`config.mk`:
```
export PLATFORM = sky130hd
export DESIGN_NAME = verificador_intentos
export DESIGN_NICKNAME = d
export VERILOG_FILES = /design/src/rtl/verificador_pkg.sv /design/src/rtl/temporizador_bloqueo.sv /design/src/rtl/verificador_intentos.sv
export SDC_FILE = /design/constraint.sdc
export NUM_CORES = 1
export LEC_CHECK = 0
export ABC_CLOCK_PERIOD_IN_PS = 4600
export BUFFER_PORTS_ARGS = -buffer_cell sky130_fd_sc_hd__buf_2
export CAP_MARGIN = 20
export CORE_MARGIN = 2
export CORE_UTILIZATION = 45
export DETAILED_ROUTE_END_ITERATION = 10
export GPL_ROUTABILITY_DRIVEN = 0
export GPL_TIMING_DRIVEN = 0
export HOLD_SLACK_MARGIN = 0.03
export PLACE_DENSITY = 0.67
export SLEW_MARGIN = 15
export SYNTH_ARGS = -nofsm -noshare
export SYNTH_HDL_FRONTEND = slang
export SYNTH_SLANG_ARGS = --single-unit
```
`constraint.sdc`:
```
create_clock -name clk -period 4.6 [get_ports clk]
set_input_delay 0.92 -clock clk [delete_from_list [all_inputs] [get_ports clk]]
set_output_delay 0.92 -clock clk [all_outputs]
set_load 0.05 [all_outputs]
```
`src/rtl/verificador_pkg.sv`:
```
// Shared types and default constants for the attempt verifier that sits
// behind the equality comparator.
package verificador_pkg;

    typedef enum logic [2:0] {
        INACTIVO = 3'd0,
        ESPERA   = 3'd1,
        EVALUA   = 3'd2,
        BLOQUEO  = 3'd3,
        GANO     = 3'd4,
        PERDIO   = 3'd5
    } estado_t;

    localparam int MAX_INTENTOS_DEF = 3;
    localparam int W_CNT_DEF        = 3;
    localparam int T_BLOQUEO_DEF    = 16;
    localparam int W_TMR_DEF        = 5;

endpackage

```
`src/rtl/temporizador_bloqueo.sv`:
```
// Loadable lockout down-counter. fin is high in the cycle the running
// count sits at zero; the timer stops itself after that cycle.
module temporizador_bloqueo #(
    parameter int W_TMR = 5
) (
    input  logic             clk,
    input  logic             rst,
    input  logic             cargar,
    input  logic             limpiar,
    input  logic [W_TMR-1:0] valor,
    output logic             fin
);

    logic [W_TMR-1:0] cuenta;
    logic             activo;

    always_ff @(posedge clk or posedge rst) begin
        if (rst) begin
            cuenta <= '0;
            activo <= 1'b0;
        end else if (limpiar) begin
            cuenta <= '0;
            activo <= 1'b0;
        end else if (cargar) begin
            cuenta <= valor;
            activo <= 1'b1;
        end else if (activo) begin
            if (cuenta == '0) begin
                activo <= 1'b0;
            end else begin
                cuenta <= cuenta - 1'b1;
            end
        end
    end

    assign fin = activo && (cuenta == '0);

endmodule

```
`src/rtl/verificador_intentos.sv`:
```
// Samples the comparator flag on each submit, counts failures, enforces a
// lockout after each miss and reports win/loss. estado exposes the FSM.
module verificador_intentos
    import verificador_pkg::*;
#(
    parameter int MAX_INTENTOS = MAX_INTENTOS_DEF,
    parameter int W_CNT        = W_CNT_DEF,
    parameter int T_BLOQUEO    = T_BLOQUEO_DEF,
    parameter int W_TMR        = W_TMR_DEF
) (
    input  logic             clk,
    input  logic             rst,
    input  logic             iniciar,
    input  logic             probar,
    input  logic             iguales,
    output logic             listo,
    output logic             acierto,
    output logic             perdio,
    output logic             bloqueado,
    output logic             evento_fallo,
    output logic [W_CNT-1:0] intentos_restantes,
    output logic [2:0]       estado
);

    localparam logic [W_CNT-1:0] CARGA_INTENTOS = W_CNT'(MAX_INTENTOS);
    localparam logic [W_TMR-1:0] CARGA_TMR      = W_TMR'(T_BLOQUEO - 1);

    estado_t          estado_q, estado_d;
    logic [W_CNT-1:0] intentos_q, intentos_d;
    logic             flag_q, flag_d;
    logic             evento_q, evento_d;
    logic             cargar_tmr, limpiar_tmr, fin_tmr;

    temporizador_bloqueo #(
        .W_TMR (W_TMR)
    ) u_tmr (
        .clk     (clk),
        .rst     (rst),
        .cargar  (cargar_tmr),
        .limpiar (limpiar_tmr),
        .valor   (CARGA_TMR),
        .fin     (fin_tmr)
    );

    always_ff @(posedge clk or posedge rst) begin
        if (rst) begin
            estado_q   <= INACTIVO;
            intentos_q <= '0;
            flag_q     <= 1'b0;
            evento_q   <= 1'b0;
        end else begin
            estado_q   <= estado_d;
            intentos_q <= intentos_d;
            flag_q     <= flag_d;
            evento_q   <= evento_d;
        end
    end

    // iniciar overrides everything, so a guess arriving with it is dropped.
    always_comb begin
        estado_d    = estado_q;
        intentos_d  = intentos_q;
        flag_d      = flag_q;
        evento_d    = 1'b0;
        cargar_tmr  = 1'b0;
        limpiar_tmr = 1'b0;
        if (iniciar) begin
            estado_d    = ESPERA;
            intentos_d  = CARGA_INTENTOS;
            flag_d      = 1'b0;
            limpiar_tmr = 1'b1;
        end else begin
            case (estado_q)
                INACTIVO: estado_d = INACTIVO;
                ESPERA: begin
                    if (probar) begin
                        flag_d   = iguales;
                        estado_d = EVALUA;
                    end
                end
                EVALUA: begin
                    if (flag_q) begin
                        estado_d = GANO;
                    end else begin
                        evento_d = 1'b1;
                        if (intentos_q != '0) begin
                            intentos_d = intentos_q - 1'b1;
                        end
                        // Last attempt goes straight to loss without a lockout.
                        if (intentos_q <= W_CNT'(1)) begin
                            estado_d = PERDIO;
                        end else begin
                            estado_d   = BLOQUEO;
                            cargar_tmr = 1'b1;
                        end
                    end
                end
                BLOQUEO: begin
                    if (fin_tmr) begin
                        estado_d = ESPERA;
                    end
                end
                GANO:     estado_d = GANO;
                PERDIO:   estado_d = PERDIO;
                default:  estado_d = INACTIVO;
            endcase
        end
    end

    assign listo              = (estado_q == ESPERA);
    assign acierto            = (estado_q == GANO);
    assign perdio             = (estado_q == PERDIO);
    assign bloqueado          = (estado_q == BLOQUEO);
    assign evento_fallo       = evento_q;
    assign intentos_restantes = intentos_q;
    assign estado             = estado_q;

endmodule

```
Word level (Yosys, flattened, before mapping). Cells that the tools add are included.

Logic and storage cells: 59. Bits of input ports: 5. Output and inout bits: 11. Register bits: 14.

Reductions and logical operators: 12. Muxes and demuxes: 29. Order comparisons: 1. $add $sub $neg: 2. Equal/unequal tests: 9.

Operators by type and width (count): 3-bit two-way mux (9); 5-bit two-way mux (4); 1-bit two-way mux (15); 3-bit one-hot mux with 5 select lines (1); 2-bit nonzero test (4); 3-bit by 2-bit equality test with 1-bit output, second input constant (2); 3-bit equality test, second input constant (2); 3-bit != test, second input constant (2); 2-bit AND reduction (3); 3-bit nonzero test (2); 5-bit zero test (1); 5-bit by 1-bit subtractor with 5-bit output, second input constant (1); 3-bit by 1-bit equality test with 1-bit output, second input constant (1); 3-bit by 1-bit <= comparator with 1-bit output, second input constant (1); 3-bit by 2-bit != test with 1-bit output, second input constant (1); 3-bit AND reduction (1); 3-bit by 1-bit subtractor with 3-bit output, second input constant (1); 2-bit != test, second input constant (1); 1-bit logical AND (1).

Depth between registers and ports, before layout. Gate-level depths: netlist (run 1).

Depth in word-level cells: 7. Mapped depth: 6. Mapped depth without buffers: 6.

Modules after synthesis. From an unflattened synthesis (run 1), not the netlist that was laid out.

Cell total of the unflattened synthesis: 102. Area, all modules: 914.6 sq um.

By module, submodules not included: verificador_intentos (cells each 58, times used 1, seq. area each 200.2 sq um, area each 525.5 sq um); temporizador_bloqueo (cells each 44, times used 1, seq. area each 150.1 sq um, area each 389.1 sq um).

Least setup slack after synthesis (run 1). OpenSTA, ideal clock, no wires.

Path kind: reg-to-output. From: reg estado_q[0] (netlist: estado[0]). To: out bloqueado. Slack: 1571 ps. Arrival time: 2109 ps. Stages on the path, launching flop included: 3. Path through: dfrtp_1 inv_1 nor3b_1.

Longest elaborated chain between the ends: 1.

RTL lines: start, declared (RTL line verificador_intentos.sv:28) `estado_t estado_q, estado_d;`; start signal, assigned (RTL line verificador_intentos.sv:52) `estado_q <= estado_d;`; 3-bit by 2-bit equality test with 1-bit output (RTL line verificador_intentos.sv:113) `assign bloqueado = (estado_q == BLOQUEO);`; end, declared (RTL line verificador_intentos.sv:19) `output logic bloqueado,`.

No other way between the ends.

Final worst setup path (run 1). Same ends and word-level chain as after synthesis.

==> results.md, run 1 <==
- Status: completed
- Register area share after synthesis: 43.1%
- Worst path arrival time: 1560 ps
- Cell count after synthesis: 82
- Inserted Diodes: 0
- Slowest stage cell, crit path: dfrtp_1
- Number of global-route vias before repair: 572
- Global-route wire length before repair: 2480 um
- Post-DRT Antenna Nets: 0
- Worst hold path type: reg2reg
- Synth Register Bits: 14
- Via count: 643
- Most numerous cell in the Yosys netlist: dfrtp_1
- Post-Syn Area: 813 um^2
- XOR/XNOR share of the synthesized area: 3.23%
- Worst path max stage delay: 500 ps
- TritonCTS clock tree: done
- Compound-cell area share of the yosys netlist: 16.3%
- Total track usage: 16.8%
- Vias per cell: 5.10
- Hold violation count in the final report: 0
- H-Tree Depth: 1
- Flop pwr share: 37.2%
- Worst vdd ir: 0.233 mV
- RSZ-0062 raised after global routing: false
- Top post-synthesis cells by count: 14 x dfrtp_1, 8 x a21oi_1, 8 x inv_1
- Switching share of total power: 41.1%
- Pre-CTS setup slack: 2470 ps
- Drc violations: 0
- Gr ovfl total: 0
- Area Growth Syn to Fin: 17.5%
- Combinational share of power: 40.1%
- Max-Cap Viols: 0
- Die area: 2160 um^2
- Min Tclk post-route: 2480 ps
- Worst Setup Start Kind: flop
- # fillers: 154
- Setup-failing EPs final: 0
- Synth top area cells: dfrtp_1 43%, ha_1 6.2%, a21oi_1 4.9%
- Die Ht: 46.5 um
- Post-synthesis simple-gate area fraction: 23.8%
- PwrDens: 431 nW/um^2
- Final setup TNS: 0 ps
- Internal Power: 0.000243 W
- Largest family of logic cells by synthesized area: simple AND/OR/NAND/NOR gates
- Initial DRC Count: 9
- Synth area leader: dfrtp_1
- Clock Sink Count: 14
- CTS root buf: clkbuf_4
- Initial DRT Pass Iterations: 4
- Clock buffer depth: 2
- Max-slew violation count: 0
- Lkg Pwr: 0.469 nW
- Peak Freq: 404 MHz
- CTS resizes: 0
- Worst Path Max Fanout: 8
- Rows: 15
- Postcts setup bufs: 0
- Adder-Cell Fraction of Synth Area: 6.15%
- Slew at the pin with the worst max-slew slack: 549 ps
- Routed len/inst: 12.3 um
- Core area: 1710 um^2
- Fin worst setup slack: 2120 ps
- Clock power frac: 22.8%
- Post-CTS Hold Fix Bufs: 0
- Async SR Flop Fraction: 100%
- Post-synth EDFFs: 0
- Net count, final: 111
- Share of the synthesized area in the top cell type: 43.1%
- I/O Pins: 16
- Post-synth cell types: 35
- Syn nets: 91
- Initial Util: 47.6%
- Yosys warning count: 0
- Port bufs: 15
- Syn avg cell area: 9.92 um^2
- Largest net degree at the start of global routing: 15
- Share of cells above drive strength 1: 26.7%
- Switch Pwr: 0.000169 W
- Synth Flop Type: dfrtp_1
- Initial antenna violation count: 0
- Clock skew: 8.19 ps
- Post-DP HPWL: 1120 um
- Relative slew slack: 63.3%
- Crit path kind: reg2out
- Clk slew on worst S/H paths: 100 ps
- Post-synthesis mux area share: 1.23%
- Fin crit share: 53.8%
- Total CTS buffers: 3
- Clk_lat worst skew: 300 ps
- Crit. End Element: output port
- Routed Wire Length: 1550 um
- Required time of the critical path: 3680 ps
- DIE WIDTH: 46.5 um
- Worst path cell trace: inv_1 -> nor3b_1 -> buf_2
-- through the flow --
step	area (um^2)	instances	hold WS [ps]	power, W	utilization, %
3_3_place_gp	920	122	546	0.000318	53.8
3_5_place_dp	920	122	546	0.000321	53.8
2_1_floorplan	813	82	538	0.000288	-
5_1_grt	956	126	578	0.000434	56.0
6_report	956	126	566	0.000412	56.0
4_1_cts	956	126	570	0.000414	56.0
-- sequential cells by signal, indices dropped and copies added (netlist names) --
name	count
u_tmr.cuenta	5
estado	3
intentos_restantes	3
evento_fallo	1
flag_q	1
u_tmr.activo	1
-- cell families (layout without fill, tap and decap cells) --
logic type	Yosys count	count (layout)
fa+ha+maj	4	4
flops	14	14
mux	1	1
compound gates	20	20
xor+xnor	3	3
buf+inv	11	30
simple gates	29	29
-- critical path, delay by kind of cell, from the launching register on --
kind	cells	cell delay, ps
simple gates	1	300
flops	1	500
buf+inv	2	450
-- layout by cell type, fill, tap and decap left out, drive strengths merged --
cell type	n
a211o	2
nand2	6
a221oi	1
a21oi	8
nand4	1
buf	17
o21ai	3
nor4b	2
or2	2
o22ai	1
inv	8
nor3	2
nor3b	3
ha	4
o21ba	1
nor2b	3
a31oi	1
dfrtp	14
mux2i	1
nand3	1
a211oi	1
o311a	1
a21o	1
or4b	1
nor2	5
nand2b	3
xnor2	2
xor2	1
clkbuf	5
-- per-layer routing --
metal  global-route usage [%]  wire length (um)
met1                     21.8               718
met2                     25.8               738
met3                     2.75                59
met4                     10.3                36
met5                        0                 0
-- power by group through the flow --
stage,registers (W),logic [W],clock network (W)
global placement,0.000155,0.000163,0
global route,0.000155,0.000180,0.0000990
CTS,0.000154,0.000165,0.0000946
floorplan,0.000181,0.000108,0
detailed placement,0.000156,0.000165,0
finish,0.000153,0.000165,0.0000937
-- layout make-up --
cell class                 instances  area [um^2]  area share, %
buffer                             3         20.0           2.09
clock buffer                       4         36.3           3.80
tap                               25         31.3           3.27
timing repair buffer              15         75.1           7.85
sequential                        14          350           36.6
inverter                           8         30.0           3.14
multi-input combinational         57          413           43.2
-- final timing paths --
path | start | to | slack [ps] | cells after the start
setup / recovery | estado[0] | bloqueado | 2120 | 3
hold / removal | intentos_restantes[1] | intentos_restantes[1] | 570 | 1
setup reg to reg | u_tmr.cuenta[0] | u_tmr.cuenta[3] | 2990 | 6
hold reg to reg | intentos_restantes[1] | intentos_restantes[1] | 570 | 1
max in group asynchronous | rst | u_tmr.cuenta[1] | 3580 | 2
min in group asynchronous | rst | intentos_restantes[0] | 650 | 2
No activity file was read; power rests on OpenSTA's default activity.
==> inputs of run 2 (changes only) <==
--- a/config.mk
+++ b/config.mk
@@ -5,7 +5,7 @@
 export SDC_FILE = /design/constraint.sdc
 export NUM_CORES = 1
 export LEC_CHECK = 0
-export ABC_CLOCK_PERIOD_IN_PS = 4600
+export ABC_CLOCK_PERIOD_IN_PS = 2100
 export BUFFER_PORTS_ARGS = -buffer_cell sky130_fd_sc_hd__buf_2
 export CAP_MARGIN = 20
 export CORE_MARGIN = 2
@@ -14,7 +14,7 @@
 export GPL_ROUTABILITY_DRIVEN = 0
 export GPL_TIMING_DRIVEN = 0
 export HOLD_SLACK_MARGIN = 0.03
-export PLACE_DENSITY = 0.67
+export PLACE_DENSITY = 0.7
 export SLEW_MARGIN = 15
 export SYNTH_ARGS = -nofsm -noshare
 export SYNTH_HDL_FRONTEND = slang
==> constraint.sdc (replaced) <==
create_clock -name clk -period 2.1 [get_ports clk]
set_input_delay 0.42 -clock clk [delete_from_list [all_inputs] [get_ports clk]]
set_output_delay 0.42 -clock clk [all_outputs]
set_load 0.05 [all_outputs]
==> results.md, run 2 (synthesis results as in run 1) <==
- DIE WIDTH: 46.5 um (unchanged)
- Hold violation count in the final report: 0 (unchanged)
- Switch Pwr: 0.000356 W (+110%)
- Post-CTS Hold Fix Bufs: 0 (unchanged)
- Share of cells above drive strength 1: 27.7% (+0.99 points)
- CTS root buf: clkbuf_4
- Setup-failing EPs final: 0 (unchanged)
- Min Tclk post-route: 1870 ps
- Inserted Diodes: 0 (unchanged)
- Max-slew violation count: 0 (unchanged)
- Net count, final: 111 (unchanged)
- Finished Cell Area: 961 um^2 (+0.52%)
- Core Util, Final: 56.3% (+0.29 points)
- Final setup TNS: 0 ps (unchanged)
- Worst path arrival time: 1450 ps (-110 ps)
- Postcts setup bufs: 0 (unchanged)
- Clock buffer depth: 2 (unchanged)
- Post-DP HPWL: 1120 um (+0.31%)
- Total track usage: 17.0% (+0.19 points)
- H-Tree Depth: 1 (unchanged)
- Rows: 15 (unchanged)
- R2R cell count: 6 (unchanged)
- Peak Freq: 534 MHz
- Switching share of total power: 40.1% (-1.0 points)
- Clock power frac: 21.4% (-1.4 points)
- Routed Wire Length: 1460 um (-5.9%)
- Post-DRT Antenna Nets: 0 (unchanged)
- Worst Setup Start Kind: flop
- Global-route wire length before repair: 2510 um (+1.1%)
- Number of global-route vias before repair: 588 (+2.8%)
- Required time of the critical path: 1680 ps (-2000 ps)
- CTS resizes: 0 (unchanged)
- Most frequent cells in the layout: 16 x buf_2, 14 x dfrtp_1, 8 x inv_1, 8 x a21oi_1
- Flop pwr share: 37.9% (+0.7 points)
- Area after DPL: 925 um^2 (+0.54%)
- Relative slew slack: 65.4% (+2.1 points)
- Core area: 1710 um^2 (unchanged)
- Worst r2r dst: u_tmr.cuenta[3]
- Initial antenna violation count: 0 (unchanged)
- TritonCTS clock tree: done
- Fin crit share: 89.1%
- Initial Util: 47.6% (unchanged)
- Reg2reg setup slack: 490 ps (-2500 ps)
- Max-Cap Viols: 0 (unchanged)
- Vias per cell: 5.07 (-0.62%)
- Status: completed
- Worst R2R Start: u_tmr.cuenta[0]
- Initial DRT Pass Iterations: 4 (unchanged)
- Die area: 2160 um^2 (unchanged)
- Biggest register: u_tmr.cuenta
- Crit. End Element: output port
- Clock skew: 4.00 ps (-4.18 ps)
- Clk slew on worst S/H paths: 80 ps (-20 ps)
- Total CTS buffers: 3 (unchanged)
- Crit path kind: reg2out
- Clk_lat worst skew: 280 ps (-20 ps)
- I/O Pins: 16 (unchanged)
- # fillers: 154 (unchanged)
- Initial DRC Count: 5 (-4)
- Worst setup endpoint: bloqueado
- Worst hold path type: in2async
- Via count: 639 (-0.62%)
- Routed len/inst: 11.6 um (-5.9%)
- Commonest non-fill, non-tap cell in the layout: buf_2
- Internal Power: 0.000533 W (+120%)
- Lkg Pwr: 0.473 nW (+0.71%)
- CP startpoint: estado[0]
- Worst Path Max Fanout: 8 (unchanged)
- Area Growth Syn to Fin: 18.2%
- Combinational share of power: 40.8% (+0.7 points)
- Port bufs: 15 (unchanged)
- Largest net degree at the start of global routing: 15 (unchanged)
- Clock Sink Count: 14 (unchanged)
- Drc violations: 0 (unchanged)
- Worst vdd ir: 0.512 mV (+120%)
- Gr ovfl total: 0 (unchanged)
- PwrDens: 925 nW/um^2 (+110%)
- Slew at the pin with the worst max-slew slack: 519 ps (-30.8 ps)
- RSZ-0062 raised after global routing: false
- Die Ht: 46.5 um (unchanged)
- Largest register FFs: 5 (unchanged)
## run 2: worst min-delay path by stage
| stage | from | to | slack, ps |
|---|---|---|---|
| after floorplan | rst | estado[0] | 310 |
| after global placement | rst | intentos_restantes[1] | 490 |
| after detailed placement | rst | u_tmr.cuenta[1] | 490 |
| after CTS | rst | intentos_restantes[1] | 180 |
| after global routing | rst | u_tmr.cuenta[1] | 190 |
| final | rst | u_tmr.cuenta[0] | 150 |
## run 2: per-stage QoR
step | total power [W] | instances | hold slack, ps | setup WS [ps]
3_3_place_gp | 0.000699 | 122 | 488 | 513
2_1_floorplan | 0.000634 | 82 | 309 | 49.0
6_report | 0.000889 | 126 | 155 | 229
4_1_cts | 0.000900 | 126 | 177 | 236
5_1_grt | 0.000955 | 126 | 195 | 136
3_5_place_dp | 0.000708 | 122 | 492 | 492
## run 2: metal layers
layer	share of wire [%]	routed length, um	GRT usage [%]	vias up
met5	0	0	0	-
met4	0.68	10	3.43	0
met3	4.7	68	8.24	3
met2	48	702	28.6	12
met1	47	680	19.4	298
li1	-	-	-	326
## run 2: final cells by class
class / instances / area (um^2) / share of cell area (%)
Buffer: 3 / 20.0 / 2.08
Clock buffer: 4 / 36.3 / 3.78
Inverter: 8 / 30.0 / 3.12
Multi-Input combinational cell: 57 / 418 / 43.5
Sequential cell: 14 / 350 / 36.5
Tap cell: 25 / 31.3 / 3.26
Timing Repair Buffer: 15 / 75.1 / 7.81
## run 2: power by group through the flow
stage,registers [W],logic [W],clock network (W)
global route,0.000343,0.000399,0.000212
CTS,0.000337,0.000367,0.000196
detailed placement,0.000342,0.000366,0
floorplan,0.000396,0.000238,0
finish,0.000337,0.000363,0.000190
global placement,0.000340,0.000359,0
## run 2: worst max-delay path, cell delays in order (launching register included)
cell	delay, ps
dfrtp_1	520
inv_1	130
nor3b_2	220
buf_2	300
